--- src/rtl/branch_predict_tournament.sv ---
// -----------------------------------------------------------------------------
// branch_predict_tournament
//
// Tournament branch direction predictor. It has three parts:
//   - a gshare global component: GPHT indexed by pc ^ speculative global history
//   - a local component: per-PC history (BHT) indexing the local PHT
//   - a choice table (CPHT) indexed by pc that picks between the two in MODE 2
//
// The prediction is formed in F and registered into D. The F-stage side
// information travels down the D->E->M pipeline registers. The branch
// resolves in M, and the tables train at the end of that M cycle. The
// speculative global history is repaired from the retired history whenever
// M detects a mispredict.
//
// Parameters
//   PHT_DEPTH  log2 entries of GPHT/LPHT/CPHT; also the GHR and LHR width (>=2)
//   BHT_DEPTH  log2 entries of the local history table
//   MODE       0 = global only, 1 = local only, 2 = tournament
//   CNT_W      width of the saturating performance counters
//
// Ports
//   clk            clock; all state changes on posedge
//   rst            asynchronous active-low reset
//   stallF         freezes the speculative GHR shift for the branch in F
//   stallD         holds the F->D register
//   flushD/E/M     clear the corresponding pipeline register
//   pcF, pcM       fetch PC and resolving-branch PC
//   branchF        a branch is present in F
//   branchM        a branch is resolving in M
//   actual_takeM   resolved direction of the branch in M
//   pred_takeD     registered prediction for the branch in D
//   mispredictM    combinational mispredict flag for the branch in M
//   branch_cnt     resolved-branch count, saturating
//   mispred_cnt    mispredict count, saturating
// -----------------------------------------------------------------------------
module branch_predict_tournament #(
  parameter int PHT_DEPTH = 6,
  parameter int BHT_DEPTH = 6,
  parameter int MODE      = 2,
  parameter int CNT_W     = 32
) (
  input  logic             clk,
  input  logic             rst,
  input  logic             stallF,
  input  logic             stallD,
  input  logic             flushD,
  input  logic             flushE,
  input  logic             flushM,
  input  logic [31:0]      pcF,
  input  logic [31:0]      pcM,
  input  logic             branchF,
  input  logic             branchM,
  input  logic             actual_takeM,
  output logic             pred_takeD,
  output logic             mispredictM,
  output logic [CNT_W-1:0] branch_cnt,
  output logic [CNT_W-1:0] mispred_cnt
);

  localparam int PHT_N = 1 << PHT_DEPTH;
  localparam int BHT_N = 1 << BHT_DEPTH;
  localparam int PC_HI = ((PHT_DEPTH > BHT_DEPTH) ? PHT_DEPTH : BHT_DEPTH) + 1;

  typedef logic [PHT_DEPTH-1:0] hist_t;

  // Everything M needs in order to train, captured in F.
  typedef struct packed {
    logic  pred;
    logic  gp;
    logic  lp;
    hist_t g_idx;
    hist_t l_idx;
  } stage_t;

  // 2-bit saturating step: up = increment, otherwise decrement.
  function automatic logic [1:0] sat2(input logic [1:0] c, input logic up);
    logic [1:0] r;
    r = c;
    if (up && (c != 2'b11)) begin
      r = c + 2'b01;
    end else if (!up && (c != 2'b00)) begin
      r = c - 2'b01;
    end
    return r;
  endfunction

  // ---------------------------------------------------------------------------
  // State
  // ---------------------------------------------------------------------------
  logic [1:0] gpht_q [PHT_N];
  logic [1:0] lpht_q [PHT_N];
  logic [1:0] cpht_q [PHT_N];
  hist_t      bht_q  [BHT_N];

  hist_t  ghr_spec_q, ghr_spec_d;
  hist_t  ghr_ret_q,  ghr_ret_d;
  stage_t f_s;
  stage_t d_q, d_d;
  stage_t e_q, e_d;
  stage_t m_q, m_d;

  logic [CNT_W-1:0] branch_cnt_q,  branch_cnt_d;
  logic [CNT_W-1:0] mispred_cnt_q, mispred_cnt_d;

  // ---------------------------------------------------------------------------
  // F: lookup and selection
  // ---------------------------------------------------------------------------
  hist_t                c_idx_f, g_idx_f, l_idx_f;
  logic [BHT_DEPTH-1:0] b_idx_f;
  logic                 gp_f, lp_f, sel_f, pred_f;

  assign c_idx_f = pcF[PHT_DEPTH+1:2];
  assign b_idx_f = pcF[BHT_DEPTH+1:2];
  assign g_idx_f = c_idx_f ^ ghr_spec_q;
  assign l_idx_f = bht_q[b_idx_f];
  assign gp_f    = gpht_q[g_idx_f][1];
  assign lp_f    = lpht_q[l_idx_f][1];

  // The CPHT MSB set means "trust global".
  always_comb begin
    sel_f = gp_f;
    if (MODE == 1) begin
      sel_f = lp_f;
    end else if (MODE == 2) begin
      sel_f = cpht_q[c_idx_f][1] ? gp_f : lp_f;
    end
  end

  assign pred_f = branchF & sel_f;

  always_comb begin
    f_s       = '0;
    f_s.pred  = pred_f;
    f_s.gp    = gp_f;
    f_s.lp    = lp_f;
    f_s.g_idx = g_idx_f;
    f_s.l_idx = l_idx_f;
  end

  // ---------------------------------------------------------------------------
  // Pipeline registers. flushD takes priority over stallD.
  // ---------------------------------------------------------------------------
  always_comb begin
    d_d = d_q;
    if (flushD) begin
      d_d = '0;
    end else if (!stallD) begin
      d_d = f_s;
    end
    e_d = flushE ? '0 : d_q;
    m_d = flushM ? '0 : e_q;
  end

  // ---------------------------------------------------------------------------
  // M: resolve and compute training data
  // ---------------------------------------------------------------------------
  hist_t                c_idx_m;
  logic [BHT_DEPTH-1:0] b_idx_m;
  logic [1:0]           gpht_wr_d, lpht_wr_d, cpht_wr_d;
  logic                 cpht_we_d;
  hist_t                bht_wr_d;

  assign c_idx_m = pcM[PHT_DEPTH+1:2];
  assign b_idx_m = pcM[BHT_DEPTH+1:2];

  // Gated by rst so that every output reads 0 while reset is asserted,
  // even if branchM/actual_takeM are being driven.
  assign mispredictM = rst & branchM & (actual_takeM ^ m_q.pred);

  always_comb begin
    gpht_wr_d = sat2(gpht_q[m_q.g_idx], actual_takeM);
    lpht_wr_d = sat2(lpht_q[m_q.l_idx], actual_takeM);
    bht_wr_d  = {bht_q[b_idx_m][PHT_DEPTH-2:0], actual_takeM};
    // The chooser only learns when the two components disagreed; it moves
    // toward whichever one was right.
    cpht_we_d = (MODE == 2) && branchM && (m_q.gp != m_q.lp);
    cpht_wr_d = sat2(cpht_q[c_idx_m], m_q.gp == actual_takeM);
  end

  // ---------------------------------------------------------------------------
  // Global history. A mispredict repair overrides a concurrent F shift,
  // because the branch in F lies on the wrong path.
  // ---------------------------------------------------------------------------
  always_comb begin
    ghr_spec_d = ghr_spec_q;
    if (mispredictM) begin
      ghr_spec_d = {ghr_ret_q[PHT_DEPTH-2:0], actual_takeM};
    end else if (branchF && !stallF) begin
      ghr_spec_d = {ghr_spec_q[PHT_DEPTH-2:0], pred_f};
    end
    ghr_ret_d = ghr_ret_q;
    if (branchM) begin
      ghr_ret_d = {ghr_ret_q[PHT_DEPTH-2:0], actual_takeM};
    end
  end

  // ---------------------------------------------------------------------------
  // Saturating performance counters
  // ---------------------------------------------------------------------------
  always_comb begin
    branch_cnt_d  = branch_cnt_q;
    mispred_cnt_d = mispred_cnt_q;
    if (branchM && !(&branch_cnt_q)) begin
      branch_cnt_d = branch_cnt_q + CNT_W'(1);
    end
    if (mispredictM && !(&mispred_cnt_q)) begin
      mispred_cnt_d = mispred_cnt_q + CNT_W'(1);
    end
  end

  // ---------------------------------------------------------------------------
  // Sequential state
  // ---------------------------------------------------------------------------
  always_ff @(posedge clk or negedge rst) begin
    if (!rst) begin
      ghr_spec_q    <= '0;
      ghr_ret_q     <= '0;
      d_q           <= '0;
      e_q           <= '0;
      m_q           <= '0;
      branch_cnt_q  <= '0;
      mispred_cnt_q <= '0;
    end else begin
      ghr_spec_q    <= ghr_spec_d;
      ghr_ret_q     <= ghr_ret_d;
      d_q           <= d_d;
      e_q           <= e_d;
      m_q           <= m_d;
      branch_cnt_q  <= branch_cnt_d;
      mispred_cnt_q <= mispred_cnt_d;
    end
  end

  // Table writes land at the end of the M cycle. There is no bypass: an F
  // read in that same cycle still sees the old entry.
  always_ff @(posedge clk or negedge rst) begin
    if (!rst) begin
      for (int i = 0; i < PHT_N; i++) begin
        gpht_q[i] <= 2'b10;
        lpht_q[i] <= 2'b10;
        cpht_q[i] <= 2'b10;
      end
      for (int i = 0; i < BHT_N; i++) begin
        bht_q[i] <= '0;
      end
    end else begin
      if (branchM) begin
        gpht_q[m_q.g_idx] <= gpht_wr_d;
        lpht_q[m_q.l_idx] <= lpht_wr_d;
        bht_q[b_idx_m]    <= bht_wr_d;
      end
      if (cpht_we_d) begin
        cpht_q[c_idx_m] <= cpht_wr_d;
      end
    end
  end

  assign pred_takeD  = d_q.pred;
  assign branch_cnt  = branch_cnt_q;
  assign mispred_cnt = mispred_cnt_q;

  // PC bits outside the index fields, and the retired-history bit that is
  // always shifted out, are deliberately ignored.
  logic unused_bits;
  assign unused_bits = ^{pcF[31:PC_HI+1], pcF[1:0], pcM[31:PC_HI+1], pcM[1:0],
                         ghr_ret_q[PHT_DEPTH-1]};

endmodule

--- config.mk ---
export PLATFORM = sky130hd
export DESIGN_NAME = branch_predict_tournament
export DESIGN_NICKNAME = d
export VERILOG_FILES = /design/src/rtl/branch_predict_tournament.sv
export SDC_FILE = /design/constraint.sdc
export NUM_CORES = 2
export LEC_CHECK = 0
export CORE_ASPECT_RATIO = 1.4
export CORE_MARGIN = 2
export CORE_UTILIZATION = 45
export DETAILED_ROUTE_END_ITERATION = 6
export GPL_TIMING_DRIVEN = 0
export PLACE_DENSITY = 0.59
export SETUP_SLACK_MARGIN = 0.15
export SLEW_MARGIN = 20
export SYNTH_ARGS = -nofsm -noshare
export SYNTH_HDL_FRONTEND = slang
export SYNTH_SLANG_ARGS = --single-unit
export TNS_END_PERCENT = 1
--- constraint.sdc ---
create_clock -name clk -period 4.9 [get_ports clk]
set_clock_uncertainty 0.15 [all_clocks]
set_input_delay 1.47 -clock clk [delete_from_list [all_inputs] [get_ports clk]]
set_output_delay 1.47 -clock clk [all_outputs]
set_load 0.01 [all_outputs]
==> qor.yml <==
run_status:
  status: "finished, violations left"
  failed_checks: "setup timing"
setup_path:
  startpoint_type: "primary input"
  worstSetupPathType: "in2reg"
  path_cells: "clkbuf_2 > nor3b_4 > clkbuf_2 > clkdlybuf4s15_2 > clkdlybuf4s15_2 > a22oi_1 > nand4_1 > a211oi_1 > a31oi_1 > a221oi_2 > buf_4 > clkbuf_2 > o21ai_0"
  rr_endpoint: "gpht_q[127]$_DFFE_PN1P_"
  crit_fanout: 10
  worst-path-buf-inv: 6
  critPathSlowestCell: "clkdlybuf4s15_2"
  cp_data_required_time_ns: 5.27
  reg2reg_depth: 12
  rrSetupSlack_ns: 0
  crit_family: "buffers and inverters"
  crit_path_max_incr_delay_ns: 0.53
  crit_path_end_kind: "flop"
  critPathArrivalTime_ns: 5.37
  crit_path_frequent_cell: "clkbuf_2"
  reg2reg_from: "m_q[8]$_DFF_PN0_"
global_route:
  grt_pass1_wl_mm: 237
  grt-ovfl-total: 0
  grtUsageTotal: 0.326
  grt_pass1_vias: 35200
  antenna_found_initial: 4
  grt_max_degree: 131
floorplanning:
  io_pins: 140
  core_area_mm2: 0.0964
  die-area_mm2: 0.0997
  fp-row-count: 135
  start_util: 0.453
  die_w_um: 267
  die_h_um: 373
cells_and_area:
  seq_area_mm2: 0.0225
  num-nets-final: 4257
  fill_cells: 8591
  syn2layout_area_growth_pct: 17.2
  fin_util: 0.531
  layout-drive-gt1-share: 0.275
  multi_input_area_mm2: 0.0202
yosys:
  synth-edff-count: 0
  syn_area_per_cell_um2: 11.1
  syn_area_mm2: 0.0437
  yosysTopAreaCell: "dfrtp_1"
  ys_top_cells_by_count: "dfrtp_1, nand2_1, mux2_2"
  synth.yosys.seq_area_share: 0.514
  synth_most_common_cell: "dfrtp_1"
  synth_cell_types: 70
  synth_top_cell_area_share: 0.399
  yosysWarnings: 0
  synth_cells: 3934
  syn_nets: 4016
  synth_area_leaders: "dfrtp_1, dfstp_2, mux2_2"
  ys_ff_latch: 888
  ys.flop_type: "dfrtp_1"
  async_flop_share: 1.00
route:
  finalWirelength_mm: 162
  first_pass_iters: 6
  drtIter0Drc: 3509
  wl_per_cell_um: 29.2
  antenna_left: 0
  vias: 34900
  drc: 0
  viasPerCell: 6.28
clock_network:
  cts_tree: "yes"
  cts.sinks: 888
  clkTransAtPathRegs_ns: 0.06
  cts_buffers: 91
  cts_htree_levels: 3
  clk_latency_ns: 0.68
  clockBufferDepth: 3
  clockRootBuffer: "clkbuf_16"
  hold_buffers: 0
timing:
  finalHoldViolCount: 0
  hold_slack_ns: 0.309
  fin_crit_sh: 1.02
  setup_ws_ns: -0.0993
  post-route-min-period_ns: 5.00
  setup_violations: 78
  relSlewSlack: 0.228
  worstMarginPinSlew_ns: 1.15
  max_freq_mhz: 200
  rsz0062_at_grt: "yes"
  drv_slew: 0
min_path:
  min_from: "e_q[10]$_DFF_PN0_"
  holdPathEnd: "m_q[10]$_DFF_PN0_"
  min_path_type: "reg2reg"
  hold_depth: 1
flow_run:
  drv_cap: 0
pwr:
  p_leak_nw: 21.6
  power.density_mw_per_mm2: 382
  ir_drop_v: 0.000314
placement:
  io_buffers: 80
  place_ws_ns: -3.17
  dpl.hpwl_mm: 114
  gp_congestion: 1.02
-- state kept, by name, summed over array words and instances (netlist names) --
signal	flops
bht_q	384
cpht_q	128
gpht_q	128
lpht_q	128
branch_cnt	32
mispred_cnt	32
e_q	15
m_q	15
d_q	14
ghr_spec_q	6
ghr_ret_q	5
pred_takeD	1
-- cell type report --
type | count | area share
buffer | 333 | 0.0394
clock buffer | 139 | 0.0537
multi-input combinational | 2693 | 0.395
timing repair buffer | 147 | 0.0343
antenna | 3 | 0.000147
inverter | 21 | 0.00154
tap | 1301 | 0.0318
clock inverter | 29 | 0.00571
sequential | 888 | 0.438
-- routing by layer --
metal | vias to the layer above | routed length [um] | global-route usage | part of all wire
met5 | - | 7 | 0 | 0.000043
met4 | 2 | 15200 | 0.258 | 0.094
met3 | 719 | 11500 | 0.0581 | 0.071
met2 | 1803 | 77400 | 0.529 | 0.48
met1 | 17400 | 58200 | 0.379 | 0.36
li1 | 14900 | - | - | -
-- logic make-up after synthesis --
kind of cell	count (synthesis)	share of synthesized area
simple gates	1082	0.111
compound gates	915	0.134
flops	888	0.514
mux	613	0.189
buf+inv	354	0.0340
xor+xnor	74	0.0148
fa+ha+maj	8	0.00229
-- report_power, final --
part | leakage (nW) | switching, mW | internal, mW
Combinational | 8.75 | 2.45 | 1.39
Clock | 1.51 | 3.07 | 4.13
Sequential | 11.4 | 0.552 | 8.01
-- stage by stage --
stage / std cells / instance area (um^2) / setup TNS (ns) / total power, mW
global route: 5552 / 51200 / -7.12 / 20.3
global placement: 5315 / 46200 / - / 12.1
floorplan: 3934 / 43800 / 0 / 10.5
CTS: 5551 / 51100 / 0 / 19.6
finish: 5554 / 51200 / -2.30 / 19.6
detailed placement: 5332 / 46600 / -1338.41 / 12.2
-- layout by cell type (no fill, tap or decap), types with 23 or more instances in the layout --
master / instances
dfrtp_1: 696
nand2_1: 464
mux2_2: 407
nor2_1: 281
o21ai_0: 271
a22oi_1: 270
dfstp_2: 192
clkbuf_1: 169
a21oi_1: 163
mux4_2: 109
clkbuf_16: 94
nand4_1: 87
mux2i_1: 76
clkdlybuf4s50_1: 76
clkbuf_2: 72
nand3_1: 72
buf_4: 65
a22o_1: 56
a221oi_1: 51
a31oi_1: 47
xnor2_1: 47
nor2b_1: 43
clkbuf_8: 27
buf_1: 23
and2_1: 23
-- repair_timing --
action                                  4_1_cts  5_1_grt
resized for setup                           294      103
setup buffers                                42        0
endpoints found under the setup margin      798      680
gates cloned                                  9        0
pin swaps                                    14        5
-- worst max-delay path by stage --
stage	startpoint	end	slack [ns]	depth (start not counted)
6_report	pcM[4]	bht_q[361]$_DFFE_PN0P_	-0.1	13
5_1_grt	m_q[1]$_DFF_PN0_	lpht_q[23]$_DFFE_PN1P_	-0.13	14
4_1_cts	pcF[3]	ghr_spec_q[0]$_DFFE_PN0P_	0.009	12
3_5_place_dp	pcM[4]	bht_q[23]$_DFFE_PN0P_	-3.17	14
3_3_place_gp	rst	bht_q[153]$_DFFE_PN0P_	-38.94	1
2_1_floorplan	pcF[2]	ghr_spec_q[0]$_DFFE_PN0P_	0.02	11
No activity file was read; power rests on OpenSTA's default activity.
